<file path="src/rtl/rdn_weight_seq_if.sv">
`default_nettype none
// ============================================================================
// Module   : rdn_weight_seq_if
// Brief    : Memory read port and neuron weight-write bus of the RDN weight loader.
// Revision : 1.0
// ============================================================================
interface rdn_weight_seq_if #(
  parameter int ADDR_W = 32
);
  logic              mem_req_valid;
  logic              mem_req_ready;
  logic [ADDR_W-1:0] mem_req_addr;
  logic              mem_rsp_valid;
  logic [15:0]       mem_rsp_data;

  logic              wr_en;
  logic [1:0]        wr_layer;
  logic [5:0]        wr_neuron;
  logic [8:0]        wr_idx;
  logic [15:0]       wr_data;

  modport master (
    output mem_req_valid, mem_req_addr,
    input  mem_req_ready, mem_rsp_valid, mem_rsp_data,
    output wr_en, wr_layer, wr_neuron, wr_idx, wr_data
  );

  modport slave (
    input  mem_req_valid, mem_req_addr,
    output mem_req_ready, mem_rsp_valid, mem_rsp_data,
    input  wr_en, wr_layer, wr_neuron, wr_idx, wr_data
  );
endinterface
`default_nettype wire

</file>
<file path="src/rtl/rdn_weight_seq.sv">
`default_nettype none
// ============================================================================
// Module   : rdn_weight_seq
// Brief    : Streams the packed A/B/C weight image from memory into neuron storage.
// Revision : 1.0
// ============================================================================
module rdn_weight_seq #(
  parameter int NUM_A_NEURONS = 15,
  parameter int NUM_B_NEURONS = 15,
  parameter int NUM_C_NEURONS = 36,
  parameter int A_WORDS       = 401,
  parameter int ADDR_W        = 32,
  parameter int MAX_OUT       = 4
) (
  input  wire logic              clk,
  input  wire logic              rst,
  input  wire logic              go,
  input  wire logic [ADDR_W-1:0] base_addr,
  rdn_weight_seq_if.master       bus,
  output logic                   busy,
  output logic                   weight_valid,
  output logic                   err
);
  localparam int TOTAL = NUM_A_NEURONS * A_WORDS
                       + NUM_B_NEURONS * (NUM_A_NEURONS + 1)
                       + NUM_C_NEURONS * (NUM_B_NEURONS + 1);
  localparam int CNT_W = $clog2(TOTAL + 1);

  localparam logic [CNT_W-1:0] C_TOTAL   = CNT_W'(TOTAL);
  localparam logic [CNT_W-1:0] C_LAST    = CNT_W'(TOTAL - 1);
  localparam logic [3:0]       C_MAX_OUT = 4'(MAX_OUT);
  localparam logic [8:0]       C_A_WORDS = 9'(A_WORDS);
  localparam logic [8:0]       C_B_WORDS = 9'(NUM_A_NEURONS + 1);
  localparam logic [8:0]       C_C_WORDS = 9'(NUM_B_NEURONS + 1);
  localparam logic [5:0]       C_A_CNT   = 6'(NUM_A_NEURONS);
  localparam logic [5:0]       C_B_CNT   = 6'(NUM_B_NEURONS);
  localparam logic [5:0]       C_C_CNT   = 6'(NUM_C_NEURONS);

  typedef enum logic [1:0] {
    S_IDLE = 2'd0,
    S_RUN  = 2'd1,
    S_DONE = 2'd2
  } state_t;

  state_t            r_state;
  state_t            w_state_nxt;
  logic [ADDR_W-1:0] r_base;
  logic [CNT_W-1:0]  r_issued;
  logic [CNT_W-1:0]  r_retired;
  logic [3:0]        r_outst;
  logic [1:0]        r_cur_layer;
  logic [5:0]        r_cur_neuron;
  logic [8:0]        r_cur_idx;
  logic              r_wr_en;
  logic              r_wr_last;
  logic [1:0]        r_wr_layer;
  logic [5:0]        r_wr_neuron;
  logic [8:0]        r_wr_idx;
  logic [15:0]       r_wr_data;
  logic              r_err;

  logic              w_start;
  logic              w_req_valid;
  logic              w_req_fire;
  logic              w_rsp_ok;
  logic              w_rsp_err;
  logic [8:0]        w_words;
  logic [5:0]        w_cnt;
  logic [1:0]        w_cur_layer_nxt;
  logic [5:0]        w_cur_neuron_nxt;
  logic [8:0]        w_cur_idx_nxt;

  // Request valid/addr depend only on registered counts, so they hold until accepted.
  assign w_req_valid = (r_state == S_RUN) && (r_issued < C_TOTAL) && (r_outst < C_MAX_OUT);
  assign w_req_fire  = w_req_valid && bus.mem_req_ready;
  assign w_rsp_ok    = bus.mem_rsp_valid && (r_outst != 4'd0);
  assign w_rsp_err   = bus.mem_rsp_valid && (r_outst == 4'd0);

  assign bus.mem_req_valid = w_req_valid;
  assign bus.mem_req_addr  = r_base + ADDR_W'(r_issued);
  assign bus.wr_en         = r_wr_en;
  assign bus.wr_layer      = r_wr_layer;
  assign bus.wr_neuron     = r_wr_neuron;
  assign bus.wr_idx        = r_wr_idx;
  assign bus.wr_data       = r_wr_data;
  assign err               = r_err;

  always_comb begin
    w_state_nxt  = r_state;
    w_start      = 1'b0;
    busy         = 1'b0;
    weight_valid = 1'b0;
    case (r_state)
      S_IDLE: begin
        if (go) begin
          w_start     = 1'b1;
          w_state_nxt = S_RUN;
        end
      end
      S_RUN: begin
        busy = 1'b1;
        if (r_wr_en && r_wr_last) w_state_nxt = S_DONE;
      end
      S_DONE: begin
        weight_valid = 1'b1;
        if (go) begin
          w_start     = 1'b1;
          w_state_nxt = S_RUN;
        end
      end
      default: w_state_nxt = S_IDLE;
    endcase
  end

  always_comb begin
    w_words = C_C_WORDS;
    w_cnt   = C_C_CNT;
    case (r_cur_layer)
      2'd0: begin w_words = C_A_WORDS; w_cnt = C_A_CNT; end
      2'd1: begin w_words = C_B_WORDS; w_cnt = C_B_CNT; end
      default: ;
    endcase
    w_cur_idx_nxt    = r_cur_idx + 9'd1;
    w_cur_neuron_nxt = r_cur_neuron;
    w_cur_layer_nxt  = r_cur_layer;
    if (r_cur_idx == w_words - 9'd1) begin
      w_cur_idx_nxt = 9'd0;
      if (r_cur_neuron == w_cnt - 6'd1) begin
        w_cur_neuron_nxt = 6'd0;
        if (r_cur_layer != 2'd2) w_cur_layer_nxt = r_cur_layer + 2'd1;
      end else begin
        w_cur_neuron_nxt = r_cur_neuron + 6'd1;
      end
    end
  end

  always_ff @(posedge clk) begin
    if (rst) r_state <= S_IDLE;
    else     r_state <= w_state_nxt;
  end

  always_ff @(posedge clk) begin
    if (rst) begin
      r_base       <= '0;
      r_issued     <= '0;
      r_retired    <= '0;
      r_outst      <= 4'd0;
      r_cur_layer  <= 2'd0;
      r_cur_neuron <= 6'd0;
      r_cur_idx    <= 9'd0;
      r_wr_en      <= 1'b0;
      r_wr_last    <= 1'b0;
      r_wr_layer   <= 2'd0;
      r_wr_neuron  <= 6'd0;
      r_wr_idx     <= 9'd0;
      r_wr_data    <= 16'd0;
      r_err        <= 1'b0;
    end else begin
      r_wr_en   <= 1'b0;
      r_wr_last <= 1'b0;
      if (w_start) begin
        r_base       <= base_addr;
        r_issued     <= '0;
        r_retired    <= '0;
        r_outst      <= 4'd0;
        r_cur_layer  <= 2'd0;
        r_cur_neuron <= 6'd0;
        r_cur_idx    <= 9'd0;
        r_err        <= 1'b0;
      end else begin
        if (w_req_fire) r_issued <= r_issued + 1'b1;
        case ({w_req_fire, w_rsp_ok})
          2'b10:   r_outst <= r_outst + 4'd1;
          2'b01:   r_outst <= r_outst - 4'd1;
          default: ;
        endcase
        if (w_rsp_ok) begin
          r_wr_en      <= 1'b1;
          r_wr_last    <= (r_retired == C_LAST);
          r_wr_layer   <= r_cur_layer;
          r_wr_neuron  <= r_cur_neuron;
          r_wr_idx     <= r_cur_idx;
          r_wr_data    <= bus.mem_rsp_data;
          r_retired    <= r_retired + 1'b1;
          r_cur_layer  <= w_cur_layer_nxt;
          r_cur_neuron <= w_cur_neuron_nxt;
          r_cur_idx    <= w_cur_idx_nxt;
        end
      end
      // A stray response in the same cycle as go still leaves err set.
      if (w_rsp_err) r_err <= 1'b1;
    end
  end
endmodule
`default_nettype wire

</file>
<file path="src/flat_wrapper.sv">
// flat-port wrapper written by rule: the top's interface ports become plain ports
module rdn_weight_seq_flat 
#(
  parameter int NUM_A_NEURONS = 15,
  parameter int NUM_B_NEURONS = 15,
  parameter int NUM_C_NEURONS = 36,
  parameter int A_WORDS       = 401,
  parameter int ADDR_W        = 32,
  parameter int MAX_OUT       = 4
)
  (clk, rst, go, base_addr, busy, weight_valid, err, bus_mem_req_valid, bus_mem_req_addr, bus_mem_req_ready, bus_mem_rsp_valid, bus_mem_rsp_data, bus_wr_en, bus_wr_layer, bus_wr_neuron, bus_wr_idx, bus_wr_data);
  rdn_weight_seq_if #(.ADDR_W(ADDR_W)) bus_i ();
  input  wire logic clk;
  input  wire logic rst;
  input  wire logic go;
  input  wire logic [ADDR_W-1:0] base_addr;
  output logic busy;
  output logic weight_valid;
  output logic err;
  output wire logic [$bits(bus_i.mem_req_valid)-1:0] bus_mem_req_valid;
  output wire logic [$bits(bus_i.mem_req_addr)-1:0] bus_mem_req_addr;
  input wire logic [$bits(bus_i.mem_req_ready)-1:0] bus_mem_req_ready;
  input wire logic [$bits(bus_i.mem_rsp_valid)-1:0] bus_mem_rsp_valid;
  input wire logic [$bits(bus_i.mem_rsp_data)-1:0] bus_mem_rsp_data;
  output wire logic [$bits(bus_i.wr_en)-1:0] bus_wr_en;
  output wire logic [$bits(bus_i.wr_layer)-1:0] bus_wr_layer;
  output wire logic [$bits(bus_i.wr_neuron)-1:0] bus_wr_neuron;
  output wire logic [$bits(bus_i.wr_idx)-1:0] bus_wr_idx;
  output wire logic [$bits(bus_i.wr_data)-1:0] bus_wr_data;
  assign bus_mem_req_valid = bus_i.mem_req_valid;
  assign bus_mem_req_addr = bus_i.mem_req_addr;
  assign bus_i.mem_req_ready = bus_mem_req_ready;
  assign bus_i.mem_rsp_valid = bus_mem_rsp_valid;
  assign bus_i.mem_rsp_data = bus_mem_rsp_data;
  assign bus_wr_en = bus_i.wr_en;
  assign bus_wr_layer = bus_i.wr_layer;
  assign bus_wr_neuron = bus_i.wr_neuron;
  assign bus_wr_idx = bus_i.wr_idx;
  assign bus_wr_data = bus_i.wr_data;
  rdn_weight_seq #(.NUM_A_NEURONS(NUM_A_NEURONS), .NUM_B_NEURONS(NUM_B_NEURONS), .NUM_C_NEURONS(NUM_C_NEURONS), .A_WORDS(A_WORDS), .ADDR_W(ADDR_W), .MAX_OUT(MAX_OUT)) u_core (.clk(clk), .rst(rst), .go(go), .base_addr(base_addr), .bus(bus_i), .busy(busy), .weight_valid(weight_valid), .err(err));
endmodule
</file>
<file path="config.mk">
export PLATFORM = sky130hd
export DESIGN_NAME = rdn_weight_seq_flat
export DESIGN_NICKNAME = d
export VERILOG_FILES = /design/src/rtl/rdn_weight_seq_if.sv /design/src/rtl/rdn_weight_seq.sv /design/src/flat_wrapper.sv
export SDC_FILE = /design/constraint.sdc
export NUM_CORES = 1
export LEC_CHECK = 0
export CAP_MARGIN = 20
export CORE_MARGIN = 10
export CORE_UTILIZATION = 35
export DETAILED_ROUTE_END_ITERATION = 16
export GPL_ROUTABILITY_DRIVEN = 0
export GPL_TIMING_DRIVEN = 0
export HOLD_SLACK_MARGIN = 0.08
export PLACE_DENSITY_LB_ADDON = 0.2
export REMOVE_ABC_BUFFERS = 1
export SETUP_SLACK_MARGIN = 0.4
export SYNTH_ARGS = -nofsm -noshare
export SYNTH_HDL_FRONTEND = slang
export SYNTH_SLANG_ARGS = --single-unit
</file>
<file path="constraint.sdc">
create_clock -name clk -period 3.09 [get_ports clk]
set_input_delay 0.7725 -clock clk [delete_from_list [all_inputs] [get_ports clk]]
set_output_delay 0.7725 -clock clk [all_outputs]
set_load 0.02 [all_outputs]
</file>
==> run_results.csv, run 1 <==
group,metric,value,unit
synth,synth.most_common_cell,"nand2_1",
timing,post-route-min-period,3.27,ns
route,drtAntennaViolNets,0,
floorplanning,coreArea,16500,sq um
place,place_inst,1053,
route,vias,5545,
pwr,vdd_ir_drop_max,0.000362,V
global_routing,grt.total_usage,0.148,
synth,synth_common_cells,"nand2_1, dfxtp_1, a21oi_1",
timing,max_clock_freq,305,MHz
place,placed_area,7330,sq um
timing,hold_ws,0.452,ns
clock_network,cts.sinks,117,
synth,ys_ff_latch,117,
timing,fin_setup_tns,-2.46,ns
worst_setup_path,cp-end-kind,"output port",
clock_network,tritoncts,"yes",
cells_and_area,antenna_cells,0,
pwr,total_power,0.00427,W
timing,min_period_over_period,1.06,
cells_and_area,drive_gt1_frac,0.195,
global_routing,grt_pass1_wl,27400,microns
synth,syn_area,5880,sq um
clock_network,cts_buffers,17,
route,wl_per_cell,15.3,microns
cells_and_area,fin_cells,1112,
worst_setup_path,reg2reg_to,"u_core.r_outst[3]",
global_routing,grt_overflow,0,
cells_and_area,postLayoutCellArea,8700,sq um
run,maxCapViolations,0,
floorplanning,fp.dieH,150,microns
timing,tightest_slew,0.843,ns
timing,setup_violations,22,
floorplanning,rows,47,
route,via_per_inst,4.99,
worst_setup_path,rrSetupSlack,0.55,ns
timing,finalHoldViolCount,0,
clock_network,clk_pin_slew,0.05,ns
timing,rsz0062_at_grt,"yes",
timing,fin_skew,0.00662,ns
clock_network,clock_latency,0.41,ns
floorplanning,fp.dieW,150,microns
synth,synthCells,743,
synth,synth.distinct_cells,49,
clock_network,clock-root-buffer,"clkbuf_16",
route,drtPass1Iterations,4,
timing,drv_slew,0,
worst_setup_path,cp.required,2.32,ns
clock_network,clock_path_buffers,2,
worst_setup_path,ff2ff_path_depth,11,
hold_path,holdCritPathClass,"reg -> reg",
synth,ys_seq_area_frac,0.398,
worst_setup_path,arrival,2.50,ns
clock_network,htree_levels,4,
synth,yosysWarnings,0,
cells_and_area,syn2layout_area_growth,48.0,%
worst_setup_path,critPathLaunchType,"flop",
synth,synthArstFlopShare,0,
floorplanning,pin_count,123,
hold_path,hold_end,"u_core.bus.wr_neuron[3]",
global_routing,grt_max_degree,72,
cells_and_area,fill_cells,1537,
status,violations,"setup timing",
status,status,"finished, violations left",
synth,synth_area_per_cell,7.91,sq um
timing,slew_headroom,0.438,
worst_setup_path,cp_max_fo,5,
place,post-dp-hpwl,11300,microns
place,io_buffers,122,
route,post-route-drc-count,0,
synth,synthTopCellsByArea,"dfxtp_1, nand2_1, a21oi_1",
synth,synth_top_cell_by_area,"dfxtp_1",
route,drt_iter0_markers,178,
global_routing,antenna_found_initial,0,
pwr,leakagePower,3.22,nW
pwr,power_density,491,nW/um^2
hold_path,min_from,"u_core.bus.wr_neuron[3]",
synth,yosysTopAreaCellShare,0.398,
floorplanning,start_util,0.356,
route,wirelength,17000,microns
cells_and_area,final_nets,958,
floorplanning,die-area,22400,sq um
worst_setup_path,path_class,"reg -> out",
worst_setup_path,rr_startpoint,"u_core.r_issued[11]",
clock_network,cts_hold_buffers,0,
global_routing,grt_pass1_vias,5362,
hold_path,hold_depth,2,
synth,synth-edff-count,0,
synth,synthFlopType,"dfxtp_1",
timing,layout_setup_ws,-0.184,ns
-- logic make-up after synthesis --
kind of cell,count (synthesis),share of synthesized area
and+or+nand+nor,324,0.247
AOI/OAI and AO/OA,153,0.158
DFF,117,0.398
xor gates and xnor gates,64,0.0953
buffers and inverters,55,0.0370
adders and majority gates,26,0.0579
muxes,4,0.00681
-- repair_timing --
action | CTS | global route
setup buffers | 14 | 11
gates resized for setup | 233 | 34
gates cloned | 1 | 1
pin swaps | 24 | 31
hold endpoints to repair | 0 | 0
endpoints found under the setup margin | 63 | 32
-- layer usage --
metal  vias to the layer above  part of all wire  track usage
li1                       2830                 -            -
met3                        13             0.048       0.0438
met1                      2579              0.45        0.180
met4                         0            0.0078       0.0358
met5                         -                 0            0
met2                       123              0.50        0.251
-- cells in the final DEF, fill, tap and decap left out, types with 9 or more instances in the layout --
cell             synthesis  routed
nor2_1                  70      62
clkbuf_16                0      18
clkdlybuf4s50_1          0      88
ha_1                    24      11
xnor2_1                 30      29
ha_4                     0      12
a21oi_1                 97      86
buf_4                    1      45
o21ai_0                 14      11
nand4_1                 21      21
xor2_1                  34      34
a211oi_1                14      11
inv_1                   19      18
dfxtp_1                117     106
nand3_1                 18      18
a21oi_2                  0       9
nand2_1                160     158
-- worst max-delay path, cell delays in order, from the launching register on --
cell	delay [ns]
dfxtp_4	0.36
ha_4	0.16
inv_2	0.04
fa_2	0.34
nor2b_2	0.13
o31a_1	0.21
o211ai_1	0.16
buf_4	0.21
a21oi_1	0.15
xor2_1	0.17
buf_4	0.16
-- power by group --
group	leakage [nW]	switching, W	total [W]	internal, W
Clock	0.324	0.000704	0.00228	0.00158
Combinational	1.94	0.000214	0.000408	0.000195
Sequential	0.955	0.0000402	0.00158	0.00154
-- worst max-delay path by stage --
stage,start,to,depth (start not counted),slack [ns]
final,u_core.r_issued[0],bus_mem_req_addr[20],10,-0.18
after global routing,u_core.r_issued[0],bus_mem_req_addr[24],10,-0.32
after CTS,u_core.r_issued[0],bus_mem_req_addr[26],10,-0.20
after detailed placement,u_core.r_issued[6],bus_mem_req_addr[31],7,-0.90
after global placement,rst,u_core.r_cur_idx[8],4,-2.10
after floorplan,u_core.r_issued[0],bus_mem_req_addr[12],8,-0.03
-- sequential cells by signal (all words and copies together) (netlist names), 2 cells and up --
register and cells:
u_core.r_cur_idx 9, u_core.r_outst 4, u_core.bus.wr_idx 9, u_core.r_cur_layer 2, u_core.bus.wr_data 16, u_core.bus.wr_layer 2, u_core.r_cur_neuron 6, u_core.r_base 32
u_core.r_issued 13, u_core.bus.wr_neuron 6, u_core.r_retired 13, u_core.r_state 2
-- per-stage QoR --
| stage | setup WS, ns | utilization |
|---|---|---|
| after floorplan | -0.0271 | - |
| after global placement | -2.10 | 0.438 |
| after detailed placement | -0.897 | 0.444 |
| after CTS | -0.201 | 0.511 |
| after global routing | -0.317 | 0.527 |
| final | -0.184 | 0.527 |
-- cell type report --
type | instances | area, sq um | area share
Multi-Input combinational cell | 571 | 3790 | 0.435
Sequential cell | 117 | 2370 | 0.272
Timing Repair Buffer | 153 | 1510 | 0.174
Clock buffer | 20 | 467 | 0.0536
Tap cell | 220 | 275 | 0.0316
Clock inverter | 12 | 224 | 0.0257
Inverter | 19 | 71.3 | 0.00820
(Power assumes the default switching activity.)
==> run 2: changes to the inputs <==
Settings changed: CAP_MARGIN 20 to default.
==> run_results.csv, run 2 (synthesized netlist as in run 1, its figures left out) <==
group,metric,value,unit
route,drt_iter0_markers,257,
timing,setup_violations,21,
global_routing,antenna_found_initial,0,
global_routing,grt.total_usage,0.149,
global_routing,grt_pass1_wl,27400,microns
clock_network,tritoncts,"yes",
worst_setup_path,critPathLaunchType,"flop",
floorplanning,fp.dieW,150,microns
route,wirelength,17400,microns
timing,max_clock_freq,301,MHz
timing,fin_skew,0.00652,ns
cells_and_area,fin_util,0.527,
timing,drv_slew,0,
cells_and_area,fin_cells,1116,
hold_path,holdCritPathClass,"reg -> reg",
cells_and_area,syn2layout_area_growth,48.1,%
global_routing,top_usage_layer,"met2",
timing,layout_setup_ws,-0.238,ns
global_routing,grt_pass1_vias,5325,
floorplanning,coreArea,16500,sq um
worst_setup_path,cp_cell_sequence,"ha_4, inv_2, fa_2, nor2b_2, o31a_1, o211ai_1, buf_4, a21oi_4, xor2_1, buf_4",
floorplanning,pin_count,123,
pwr,vdd_ir_drop_max,0.000382,V
place,post-dp-hpwl,11200,microns
worst_setup_path,cp.required,2.32,ns
clock_network,clock_latency,0.41,ns
cells_and_area,final_nets,963,
cells_and_area,antenna_cells,0,
clock_network,cts_hold_buffers,0,
global_routing,grt_use_met2,0.252,
worst_setup_path,cp_max_fo,4,
timing,rsz0062_at_grt,"yes",
timing,finalHoldViolCount,0,
worst_setup_path,ff2ff_path_depth,12,
worst_setup_path,rrSetupSlack,0.54,ns
worst_setup_path,path_class,"reg -> out",
clock_network,clock-root-buffer,"clkbuf_16",
clock_network,htree_levels,4,
pwr,leakagePower,3.27,nW
worst_setup_path,rr_startpoint,"u_core.r_issued[6]",
timing,tightest_slew,0.832,ns
clock_network,clock_path_buffers,2,
floorplanning,die-area,22400,sq um
global_routing,grt_overflow,0,
global_routing,grt_max_degree,72,
floorplanning,rows,47,
clock_network,cts_buffers,17,
hold_path,min_from,"u_core.bus.wr_idx[7]",
timing,post-route-min-period,3.33,ns
global_routing,grt.met3_usage,0.0474,
cells_and_area,final_cell_mix,"nand2_1, dfxtp_1, clkdlybuf4s50_1",
place,place_inst,1050,
route,drtAntennaViolNets,0,
timing,min_period_over_period,1.08,
route,post-route-drc-count,0,
worst_setup_path,cp_slowest_cell,"dfxtp_4",
timing,fin_setup_tns,-2.60,ns
cells_and_area,final_common_cell,"nand2_1",
hold_path,hold_end,"u_core.bus.wr_idx[7]",
status,violations,"setup timing",
floorplanning,fp.dieH,150,microns
timing,slew_headroom,0.445,
cells_and_area,fill_cells,1544,
worst_setup_path,path_common_cell,"buf_4",
worst_setup_path,cp_top_family,"compound AO/OA/AOI/OAI gates",
status,status,"finished, violations left",
floorplanning,start_util,0.356,
run,maxCapViolations,0,
worst_setup_path,critical-path-max-stage-delay,0.36,ns
pwr,power_density,468,nW/um^2
route,wl_per_cell,15.6,microns
cells_and_area,drive_gt1_frac,0.208,
worst_setup_path,arrival,2.56,ns
clock_network,cts.sinks,117,
route,vias,5559,
place,io_buffers,122,
clock_network,clk_pin_slew,0.05,ns
route,drtPass1Iterations,4,
worst_setup_path,crit_buf_inv,3,
worst_setup_path,cp-end-kind,"output port",
global_routing,grt_use_met1,0.179,
cells_and_area,largest_register,"u_core.r_base",
hold_path,hold_depth,2,
route,via_per_inst,4.98,
cells_and_area,largest_reg_flops,32,
worst_setup_path,reg2reg_to,"u_core.r_outst[3]",
==> run 2: report_power, final <==
part	switching (W)	total [W]	internal [W]	leakage, nW
Sequential	0.0000406	0.00158	0.00154	0.955
Clock	0.000681	0.00208	0.00140	0.308
Combinational	0.000217	0.000411	0.000194	2.01
==> run 2: routing by layer <==
layer  vias to the layer above  part of all wire  wire, microns
li1                       2841                 -              -
met1                      2605              0.43           7510
met4                         0            0.0079            137
met2                       103              0.51           8840
met3                        10             0.050            870
met5                         -                 0              0
==> run 2: repair_timing <==
action | 4_1_cts | 5_1_grt
resized for setup | 238 | 46
pin swaps | 22 | 32
buffers inserted | 16 | 17
setup endpoints to repair | 115 | 57
gates cloned | 1 | 1
==> run 2: how the worst max path moves through the flow <==
stage | end | start | cells past startpoint
after floorplan | bus_mem_req_addr[12] | u_core.r_issued[0] | 8
after global placement | u_core.r_cur_idx[8] | rst | 4
after detailed placement | bus_mem_req_addr[31] | u_core.r_issued[6] | 7
after CTS | bus_mem_req_addr[26] | u_core.r_issued[0] | 10
after global routing | bus_mem_req_addr[31] | u_core.r_issued[6] | 8
final | bus_mem_req_addr[30] | u_core.r_issued[0] | 10
==> run 2: area by class of cell <==
class,instances,area (sq um),share of cell area
Tap cell,220,275,0.0316
Timing Repair Buffer,158,1530,0.175
Multi-Input combinational cell,571,3840,0.442
Clock buffer,21,470,0.0540
Inverter,19,71.3,0.00819
Clock inverter,10,153,0.0175
Sequential cell,117,2370,0.272
==> run 2: through the flow <==
step / setup WS [ns] / cell area, sq um / hold slack (ns) / total power, W
after CTS: -0.201 / 8350 / 0.454 / 0.00410
after global placement: -2.10 / 7230 / 0.441 / 0.00199
after floorplan: -0.0271 / 5730 / 0.434 / 0.00178
after global routing: -0.346 / 8710 / 0.469 / 0.00424
after detailed placement: -0.914 / 7260 / 0.447 / 0.00200
final: -0.238 / 8710 / 0.451 / 0.00408
==> run 2: worst reg2reg max path, cell delays in order (launching register included) <==
cell and delay (ns):
dfxtp_4 0.36, buf_6 0.14, nor3_4 0.23, nor2_4 0.10
a211oi_4 0.31, inv_2 0.07, ha_4 0.17, ha_1 0.27
a21o_1 0.16, a21oi_2 0.12, xnor2_1 0.08, or3_1 0.34
a21oi_1 0.11
==> run 3: changes to the inputs <==
Settings changed: ABC_CLOCK_PERIOD_IN_PS from default to 3090, CAP_MARGIN from default to 40, SKIP_LAST_GASP from default to 1.
==> run_results.csv, run 3 (synthesized netlist as in run 1, its figures left out) <==
group,metric,value,unit
place,post-dp-hpwl,11300,microns
worst_setup_path,cp-end-kind,"output port",
route,post-route-drc-count,0,
hold_path,hold_depth,2,
worst_setup_path,cp.required,2.32,ns
worst_setup_path,arrival,2.55,ns
place,io_buffers,122,
cells_and_area,final_nets,956,
cells_and_area,postLayoutCellArea,8460,sq um
global_routing,grt_pass1_wl,27400,microns
worst_setup_path,cp_top_family,"compound AO/OA/AOI/OAI gates",
timing,finalHoldViolCount,0,
timing,setup_violations,23,
global_routing,grt_max_degree,72,
clock_network,clock_path_buffers,2,
timing,layout_setup_ws,-0.229,ns
route,via_per_inst,4.95,
clock_network,tritoncts,"yes",
worst_setup_path,critical-path-max-stage-delay,0.40,ns
route,drt_iter0_markers,216,
worst_setup_path,cp_max_fo,6,
hold_path,holdCritPathClass,"reg -> reg",
worst_setup_path,path_common_cell,"buf_4",
clock_network,clk_pin_slew,0.05,ns
worst_setup_path,cp_cell_sequence,"ha_1, nand2_1, o21ai_0, o211ai_1, buf_4, a21oi_2, xor2_1, buf_4",
timing,min_period_over_period,1.07,
timing,max_clock_freq,301,MHz
route,drtPass1Iterations,4,
global_routing,grt_overflow,0,
cells_and_area,final_cell_mix,"nand2_1, dfxtp_1, clkdlybuf4s50_1",
status,status,"finished, violations left",
status,violations,"setup timing",
pwr,total_power,0.00386,W
worst_setup_path,crit_buf_inv,2,
floorplanning,die-area,22400,sq um
route,drtAntennaViolNets,0,
timing,fin_skew,0.00613,ns
place,placed_area,7320,sq um
clock_network,clock-root-buffer,"clkbuf_16",
pwr,leakagePower,3.14,nW
cells_and_area,largest_reg_flops,32,
worst_setup_path,cp_slowest_cell,"ha_1",
clock_network,htree_levels,4,
global_routing,grt.total_usage,0.150,
clock_network,clock_latency,0.42,ns
floorplanning,fp.dieW,150,microns
floorplanning,coreArea,16500,sq um
route,wirelength,17000,microns
cells_and_area,drive_gt1_frac,0.177,
global_routing,grt_pass1_vias,5306,
cells_and_area,final_common_cell,"nand2_1",
timing,slew_headroom,0.434,
cells_and_area,syn2layout_area_growth,43.9,%
timing,rsz0062_at_grt,"yes",
route,vias,5490,
floorplanning,rows,47,
floorplanning,fp.dieH,150,microns
clock_network,cts.sinks,117,
timing,tightest_slew,0.848,ns
clock_network,cts_buffers,17,
run,maxCapViolations,0,
route,wl_per_cell,15.3,microns
worst_setup_path,ff2ff_path_depth,12,
floorplanning,start_util,0.356,
global_routing,antenna_found_initial,0,
timing,post-route-min-period,3.32,ns
timing,drv_slew,0,
pwr,power_density,456,nW/um^2
worst_setup_path,cp.depth,8,
cells_and_area,largest_register,"u_core.r_base",
worst_setup_path,path_class,"reg -> out",
pwr,vdd_ir_drop_max,0.000431,V
worst_setup_path,critPathLaunchType,"flop",
floorplanning,pin_count,123,
==> run 3: path summary, 6_finish.rpt <==
check	slack, ns	startpoint	end
max	-0.23	u_core.r_issued[7]	bus_mem_req_addr[26]
min	0.45	u_core.bus.wr_idx[7]	u_core.bus.wr_idx[7]
max reg2reg	0.55	u_core.r_issued[6]	u_core.r_outst[3]
min reg2reg	0.45	u_core.bus.wr_idx[7]	u_core.bus.wr_idx[7]
==> run 3: final cells by class <==
class	count	area (sq um)
tap	220	275
clock inverter	11	110
clock buffer	20	447
timing repair buffer	151	1450
inverter	19	71.3
sequential	117	2360
antenna	1	2.50
fill	1614	8060
multi-input combinational	571	3740
==> run 3: report_power, final <==
part	switching (W)	internal, W	total (W)
registers	0.0000397	0.00155	0.00159
logic	0.000214	0.000190	0.000404
clock network	0.000683	0.00119	0.00187
==> run 3: routing by layer <==
| layer | up-vias | share of wire | GRT usage |
|---|---|---|---|
| met5 | - | 0 | 0 |
| met4 | 0 | 0.013 | 0.0496 |
| met3 | 23 | 0.051 | 0.0474 |
| met2 | 105 | 0.49 | 0.248 |
| met1 | 2543 | 0.45 | 0.180 |
| li1 | 2819 | - | - |
==> run 3: repair_timing <==
item	CTS	global route
hold buffers	0	0
setup buffers	14	10
setup endpoints to repair	83	32
cloned	1	0
pin swaps	24	13
gates resized for setup	225	23
==> run 3: tightest hold or removal path, delay by kind of cell, from the launching register on <==
family	cells	cell delay, ns
AND/OR/NAND/NOR	1	0.05
flip-flops	1	0.30
AO/OA/AOI/OAI	1	0.05
==> run 3: metrics by stage <==
stage	setup TNS (ns)	worst slack (ns)	util	hold WS [ns]	std cells
finish	-3.08	-0.229	0.512	0.451	1110
global route	-5.66	-0.342	0.512	0.467	1109
CTS	-2.82	-0.217	0.500	0.454	1099
detailed placement	-21.99	-0.928	0.443	0.446	1053
global placement	-164.85	-2.10	0.438	0.441	1049
floorplan	-0.0271	-0.0271	-	0.434	707
